**src/rtl/xor_nn_backprop_if.sv**
```systemverilog
// xor_nn_backprop_if: bundle between a host and the xor_nn_backprop training engine.
// Ports: start/x/y/a2_0..a2_2/a3 request one step with its sample and forward-pass
// activations; wr_en/wr_addr/wr_data load a weight; rd_addr/rd_data read one back;
// busy/done report step progress.
interface xor_nn_backprop_if;
    logic              start;
    logic [1:0]        x;
    logic              y;
    logic [7:0]        a2_0, a2_1, a2_2, a3;
    logic              wr_en;
    logic [3:0]        wr_addr;
    logic signed [7:0] wr_data;
    logic [3:0]        rd_addr;
    logic signed [7:0] rd_data;
    logic              busy, done;
    modport master (output start, x, y, a2_0, a2_1, a2_2, a3, wr_en, wr_addr, wr_data, rd_addr,
                    input rd_data, busy, done);
    modport slave (input start, x, y, a2_0, a2_1, a2_2, a3, wr_en, wr_addr, wr_data, rd_addr,
                   output rd_data, busy, done);
endinterface

```
**src/rtl/xor_nn_backprop.sv**
```systemverilog
// xor_nn_backprop: one backpropagation step for a 2-3-1 sigmoid network with Q0.7 activations.
// Ports: clock, reset_n (async, active low), bus (slave side of xor_nn_backprop_if).
// Weight file address map: 2j+i = W1[j][i], 6-8 = W2[j], 9-11 = B1[j], 12 = B2, 13-15 read 0.
module xor_nn_backprop #(
    parameter int LR_SHIFT = 3
) (
    input logic              clock,
    input logic              reset_n,
    xor_nn_backprop_if.slave bus
);
    typedef enum logic [2:0] {IDLE, DELTA3, DELTA2, UPD_OUT, UPD_HID, DONE} state_t;
    localparam logic signed [7:0] W_INIT [16] = '{8'sd47, -8'sd61, -8'sd35, -8'sd46, 8'sd55, -8'sd37,
        8'sd75, -8'sd44, -8'sd66, -8'sd23, 8'sd7, 8'sd13, 8'sd33, 8'sd0, 8'sd0, 8'sd0};
    state_t            r_state, w_next;
    logic [1:0]        r_cnt;
    logic signed [7:0] r_w [16];
    logic [1:0]        r_x;
    logic              r_y;
    logic [7:0]        r_a2 [3];
    logic [7:0]        r_a3;
    logic signed [7:0] r_d3;
    logic signed [7:0] r_d2 [3];
    logic signed [31:0] w_e3, w_d3, w_w2, w_d2, w_odelta, w_hdelta;
    logic [3:0]        w_oaddr, w_h0, w_h1, w_hb;

    function automatic logic signed [7:0] sat8(input logic signed [31:0] v);
        return v > 32'sd127 ? 8'sd127 : v < -32'sd128 ? 8'sh80 : $signed(v[7:0]);
    endfunction

    // Sigmoid derivative a*(1-a) in Q0.7.
    function automatic logic signed [31:0] dsig(input logic [7:0] a);
        logic signed [31:0] v;
        v = $signed(32'(a));
        return (v * (32'sd128 - v)) >>> 7;
    endfunction

    always_comb begin
        w_e3 = $signed(32'(r_a3)) - (r_y ? 32'sd127 : 32'sd0);
        w_d3 = (w_e3 * dsig(r_a3)) >>> 7;
        w_w2 = 32'(r_w[4'd6 + 4'(r_cnt)]);
        w_d2 = (((w_w2 * 32'(r_d3)) >>> 7) * dsig(r_a2[r_cnt])) >>> 7;
        // The fourth UPD_OUT cycle updates the output bias instead of a W2 entry.
        w_oaddr = r_cnt == 2'd3 ? 4'd12 : 4'd6 + 4'(r_cnt);
        w_odelta = r_cnt == 2'd3 ? 32'(r_d3) >>> LR_SHIFT
                                 : (32'(r_d3) * $signed(32'(r_a2[r_cnt]))) >>> (7 + LR_SHIFT);
        w_h0 = {1'b0, r_cnt, 1'b0};
        w_h1 = {1'b0, r_cnt, 1'b1};
        w_hb = 4'd9 + 4'(r_cnt);
        w_hdelta = 32'(r_d2[r_cnt]) >>> LR_SHIFT;
    end

    always_ff @(posedge clock or negedge reset_n) begin
        if (!reset_n) begin
            r_state <= IDLE;
            r_cnt   <= 2'd0;
        end else begin
            r_state <= w_next;
            r_cnt   <= w_next != r_state ? 2'd0 : r_cnt + 2'd1;
        end
    end

    always_comb begin
        w_next = r_state;
        case (r_state)
            IDLE:    w_next = bus.start ? DELTA3 : IDLE;
            DELTA3:  w_next = DELTA2;
            DELTA2:  w_next = r_cnt == 2'd2 ? UPD_OUT : DELTA2;
            UPD_OUT: w_next = r_cnt == 2'd3 ? UPD_HID : UPD_OUT;
            UPD_HID: w_next = r_cnt == 2'd2 ? DONE : UPD_HID;
            default: w_next = IDLE;
        endcase
    end

    always_comb begin
        bus.busy    = r_state != IDLE;
        bus.done    = r_state == DONE;
        bus.rd_data = r_w[bus.rd_addr];
    end

    always_ff @(posedge clock or negedge reset_n) begin
        if (!reset_n) begin
            r_w  <= W_INIT;
            r_d3 <= '0;
            r_d2 <= '{default: '0};
            r_x  <= '0;
            r_y  <= 1'b0;
            r_a2 <= '{default: '0};
            r_a3 <= '0;
        end else begin
            if (r_state == IDLE) begin
                if (bus.wr_en && bus.wr_addr < 4'd13) r_w[bus.wr_addr] <= bus.wr_data;
                if (bus.start) begin
                    r_x     <= bus.x;
                    r_y     <= bus.y;
                    r_a2[0] <= bus.a2_0;
                    r_a2[1] <= bus.a2_1;
                    r_a2[2] <= bus.a2_2;
                    r_a3    <= bus.a3;
                end
            end
            if (r_state == DELTA3) r_d3 <= sat8(w_d3);
            if (r_state == DELTA2) r_d2[r_cnt] <= sat8(w_d2);
            if (r_state == UPD_OUT) r_w[w_oaddr] <= sat8(32'(r_w[w_oaddr]) - w_odelta);
            if (r_state == UPD_HID) begin
                if (r_x[0]) r_w[w_h0] <= sat8(32'(r_w[w_h0]) - w_hdelta);
                if (r_x[1]) r_w[w_h1] <= sat8(32'(r_w[w_h1]) - w_hdelta);
                r_w[w_hb] <= sat8(32'(r_w[w_hb]) - w_hdelta);
            end
        end
    end
endmodule

```
**src/flat_wrapper.sv**
```systemverilog
// flat-port wrapper written by rule: the top's interface ports become plain ports
module xor_nn_backprop_flat 
#(
    parameter int LR_SHIFT = 3
)
  (clock, reset_n, bus_start, bus_x, bus_y, bus_a2_0, bus_a2_1, bus_a2_2, bus_a3, bus_wr_en, bus_wr_addr, bus_wr_data, bus_rd_addr, bus_rd_data, bus_busy, bus_done);
  xor_nn_backprop_if bus_i ();
  input logic clock;
  input logic reset_n;
  input wire logic [$bits(bus_i.start)-1:0] bus_start;
  input wire logic [$bits(bus_i.x)-1:0] bus_x;
  input wire logic [$bits(bus_i.y)-1:0] bus_y;
  input wire logic [$bits(bus_i.a2_0)-1:0] bus_a2_0;
  input wire logic [$bits(bus_i.a2_1)-1:0] bus_a2_1;
  input wire logic [$bits(bus_i.a2_2)-1:0] bus_a2_2;
  input wire logic [$bits(bus_i.a3)-1:0] bus_a3;
  input wire logic [$bits(bus_i.wr_en)-1:0] bus_wr_en;
  input wire logic [$bits(bus_i.wr_addr)-1:0] bus_wr_addr;
  input wire logic [$bits(bus_i.wr_data)-1:0] bus_wr_data;
  input wire logic [$bits(bus_i.rd_addr)-1:0] bus_rd_addr;
  output wire logic [$bits(bus_i.rd_data)-1:0] bus_rd_data;
  output wire logic [$bits(bus_i.busy)-1:0] bus_busy;
  output wire logic [$bits(bus_i.done)-1:0] bus_done;
  assign bus_i.start = bus_start;
  assign bus_i.x = bus_x;
  assign bus_i.y = bus_y;
  assign bus_i.a2_0 = bus_a2_0;
  assign bus_i.a2_1 = bus_a2_1;
  assign bus_i.a2_2 = bus_a2_2;
  assign bus_i.a3 = bus_a3;
  assign bus_i.wr_en = bus_wr_en;
  assign bus_i.wr_addr = bus_wr_addr;
  assign bus_i.wr_data = bus_wr_data;
  assign bus_i.rd_addr = bus_rd_addr;
  assign bus_rd_data = bus_i.rd_data;
  assign bus_busy = bus_i.busy;
  assign bus_done = bus_i.done;
  xor_nn_backprop #(.LR_SHIFT(LR_SHIFT)) u_core (.clock(clock), .reset_n(reset_n), .bus(bus_i));
endmodule
```
**config.mk**
```make
export PLATFORM = sky130hd
export DESIGN_NAME = xor_nn_backprop_flat
export DESIGN_NICKNAME = d
export VERILOG_FILES = /design/src/rtl/xor_nn_backprop_if.sv /design/src/rtl/xor_nn_backprop.sv /design/src/flat_wrapper.sv
export SDC_FILE = /design/constraint.sdc
export NUM_CORES = 2
export LEC_CHECK = 0
export CORE_UTILIZATION = 62
export DETAILED_ROUTE_END_ITERATION = 8
export PLACE_DENSITY = 0.85
export SLEW_MARGIN = 0
export SYNTH_ARGS = -nofsm -noshare
export SYNTH_HDL_FRONTEND = slang
export SYNTH_SLANG_ARGS = --single-unit
```
**constraint.sdc**
```tcl
create_clock -name clock -period 15.7 [get_ports clock]
set_clock_uncertainty 0.05 [all_clocks]
set_input_delay 3.14 -clock clock [delete_from_list [all_inputs] [get_ports clock]]
set_output_delay 3.14 -clock clock [all_outputs]
set_load 0.01 [all_outputs]
```
==> flow_metrics.tcl <==
set metrics [dict create \
    initial_core_util_pct 62.71 \
    worstPathMaxFanout 34 \
    core_area_mm2 0.05371 \
    drtAntennaViolNets 0 \
    ctsHtreeMaxLevel 4 \
    synthTopCellsByCount "inv_1, fa_1, nand2_1" \
    synthesis.nets 4461 \
    ys_top_cells_by_area "fa_1, ha_1, dfrtp_1, inv_1, mux4_2" \
    viasPerCell 6.281 \
    seq_area_frac_synth_pct 14.40 \
    required_ns 16.02 \
    die_h_um 235.1 \
    placed_cell_area_mm2 0.03496 \
    synth.most_common_cell "inv_1" \
    yosysTopAreaCellShare_pct 26.21 \
    cts_tree "built" \
    cp_common_cell "fa_1" \
    cts_buffers 17 \
    grt_pass1_wl_mm 150.4 \
    syn_area_mm2 0.03368 \
    rsz0062_at_grt "false" \
    n_fill_cell 4056 \
    r2r-start "u_core.r_cnt[0]$_DFF_PN0_" \
    hold_class "flop to flop" \
    clk_pin_slew_ns 0.08 \
    final_cell_area_mm2 0.03563 \
    path_class "flop to flop" \
    ys_warn_count 0 \
    synthCells 3645 \
    worstSetupStartpointType "flop" \
    setup_viol 0 \
    io_pins 65 \
    drc 0 \
    hold_viol_final 0 \
    hold_buffers 0 \
    drv_cap 0 \
    fin_nets 4442 \
    cts-root-buf "clkbuf_16" \
    ys_types 82 \
    hpwlAfterDp_mm 71.04 \
    portBuffers 64 \
    via_count 27270 \
    crit_slowest_cell "a21oi_1" \
    multiInputGateArea_mm2 0.02595 \
    max_freq_mhz 71.24 \
    synth_flop_cell "dfrtp_1" \
    startpoint "u_core.r_cnt[0]$_DFF_PN0_" \
    syn_area_per_cell_um2 9.240 \
    clock_latency_ns 0.52 \
    fin_crit_sh_pct 89.41 \
    hold_start "u_core.r_d2[5]$_DFFE_PN0P_" \
    syn_to_final_growth_pct 5.799 \
    yosys.area.top_type "fa_1" \
    drv_slew 0 \
    drive_above_1_share_pct 9.673 \
    fin_tns_setup_ns 0 \
    grt-ovfl-total 0 \
    arrival_ns 14.36 \
    fin_crit_ns 14.04 \
    synth_seq_cells 191 \
    worst_path_largest_cell_delay_ns 0.56 \
    rows 85 \
    gp_congestion 0.9855 \
    synth-edff-count 0 \
    relSlewSlack_pct 3.333 \
    status "finished, final reports clean" \
    cts_num_sinks 191 \
    grt_pass1_vias 28420 \
    clk_path_buf_depth 2 \
    post_cts_resized 0 \
    pre_cts_slack_ns 1.761 \
    worst-r2r-setup-slack_ns 1.66 \
    antenna_found_initial 6 \
    final-seq-area_mm2 0.004856 \
    dieWidth_um 235.1 \
    drt-wirelength-per-cell_um 21.12 \
    synthArstFlopShare_pct 100.0 \
    cts_setup_buffers 0 \
    dr.pass1.iters 7 \
    grt_usage_pct 34.81 \
    endpoint_kind "flop" \
    die-area_mm2 0.05526 \
    finalWorstSetupSlack_ns 1.662 \
    dr.first_iter.drc_count 3134 \
    drt_wl_total_mm 91.69 \
    grt_max_degree 88 \
    worstMarginPinSlew_ns 1.450 \
]
## metal layers
layer	wire [um]	GRT usage, %
met2	40780	52.51
met3	10750	10.10
met4	5103	17.34
met5	95	0
met1	34960	46.02
## cell families after synthesis
| kind of cell | share of synthesized area, % |
|---|---|
| xor gates and xnor gates | 2.679 |
| AOI/OAI and AO/OA | 9.574 |
| and+or+nand+nor | 14.40 |
| buffers and inverters | 8.541 |
| DFF | 14.40 |
| adders and majority gates | 38.10 |
| muxes | 12.30 |
## metrics by stage
| step | cells | hold slack [ns] | utilization (%) |
|---|---|---|---|
| 5_1_grt | 4340 | 0.4735 | 66.34 |
| 3_5_place_dp | 4303 | 0.4239 | 65.10 |
| 2_1_floorplan | 3645 | 0.3992 | - |
| 6_report | 4341 | 0.4442 | 66.34 |
| 4_1_cts | 4335 | 0.4419 | 66.32 |
| 3_3_place_gp | 4303 | 0.4138 | 65.10 |
## state kept, by name (all words and copies together) (netlist names)
register        count
u_core.r_a2        24
u_core.r_a3         8
u_core.r_cnt        2
u_core.r_d2        15
u_core.r_d3         8
u_core.r_state      3
u_core.r_w        128
u_core.r_x          2
u_core.r_y          1
## layout make-up
class                   instances  share of cell area, %
multi-input cells            2691                  72.84
flip-flops and latches        191                  13.63
inverters                     617                  6.500
repair buffers                108                  2.721
well taps                     696                  2.444
clock buffers                  17                  1.194
clock inverters                15                 0.6356
diodes                          6                0.04214
## worst max-delay path: cells and delay by family (launching register included)
kind,cells,cell delay (ns)
AO/OA/AOI/OAI,10,2.87
XOR/XNOR,1,0.53
adder cells (fa/ha/maj),13,6.07
buffers and inverters,6,0.98
flip-flops,1,0.41
AND/OR/NAND/NOR,13,2.98
## cells in the final DEF (no fill, tap or decap), types with 63 or more instances in the layout
cell and instances:
inv_1 614, fa_1 441, nand2_1 386, ha_1 320, nor2_1 227, o21ai_0 187
dfrtp_1 132, mux2i_1 101, a21oi_1 100, mux4_2 96, nand2b_1 88, mux2_2 86
o211ai_1 85, and2_1 71, xnor2_1 63
## worst paths after layout
check	to	depth (start not counted)
worst max-delay path	u_core.r_d2[6]$_DFFE_PN0P_	43
worst min-delay path	u_core.r_d2[5]$_DFFE_PN0P_	2
worst max register to register	u_core.r_d2[6]$_DFFE_PN0P_	43
worst min register to register	u_core.r_d2[5]$_DFFE_PN0P_	2
max in group asynchronous	u_core.r_a3[4]$_DFFE_PN0P_	2
min in group asynchronous	u_core.r_w[30]$_DFF_PN0_	1
Power is not shown: default switching activity piles up to over one toggle a cycle in this logic, so the estimate is an artifact.
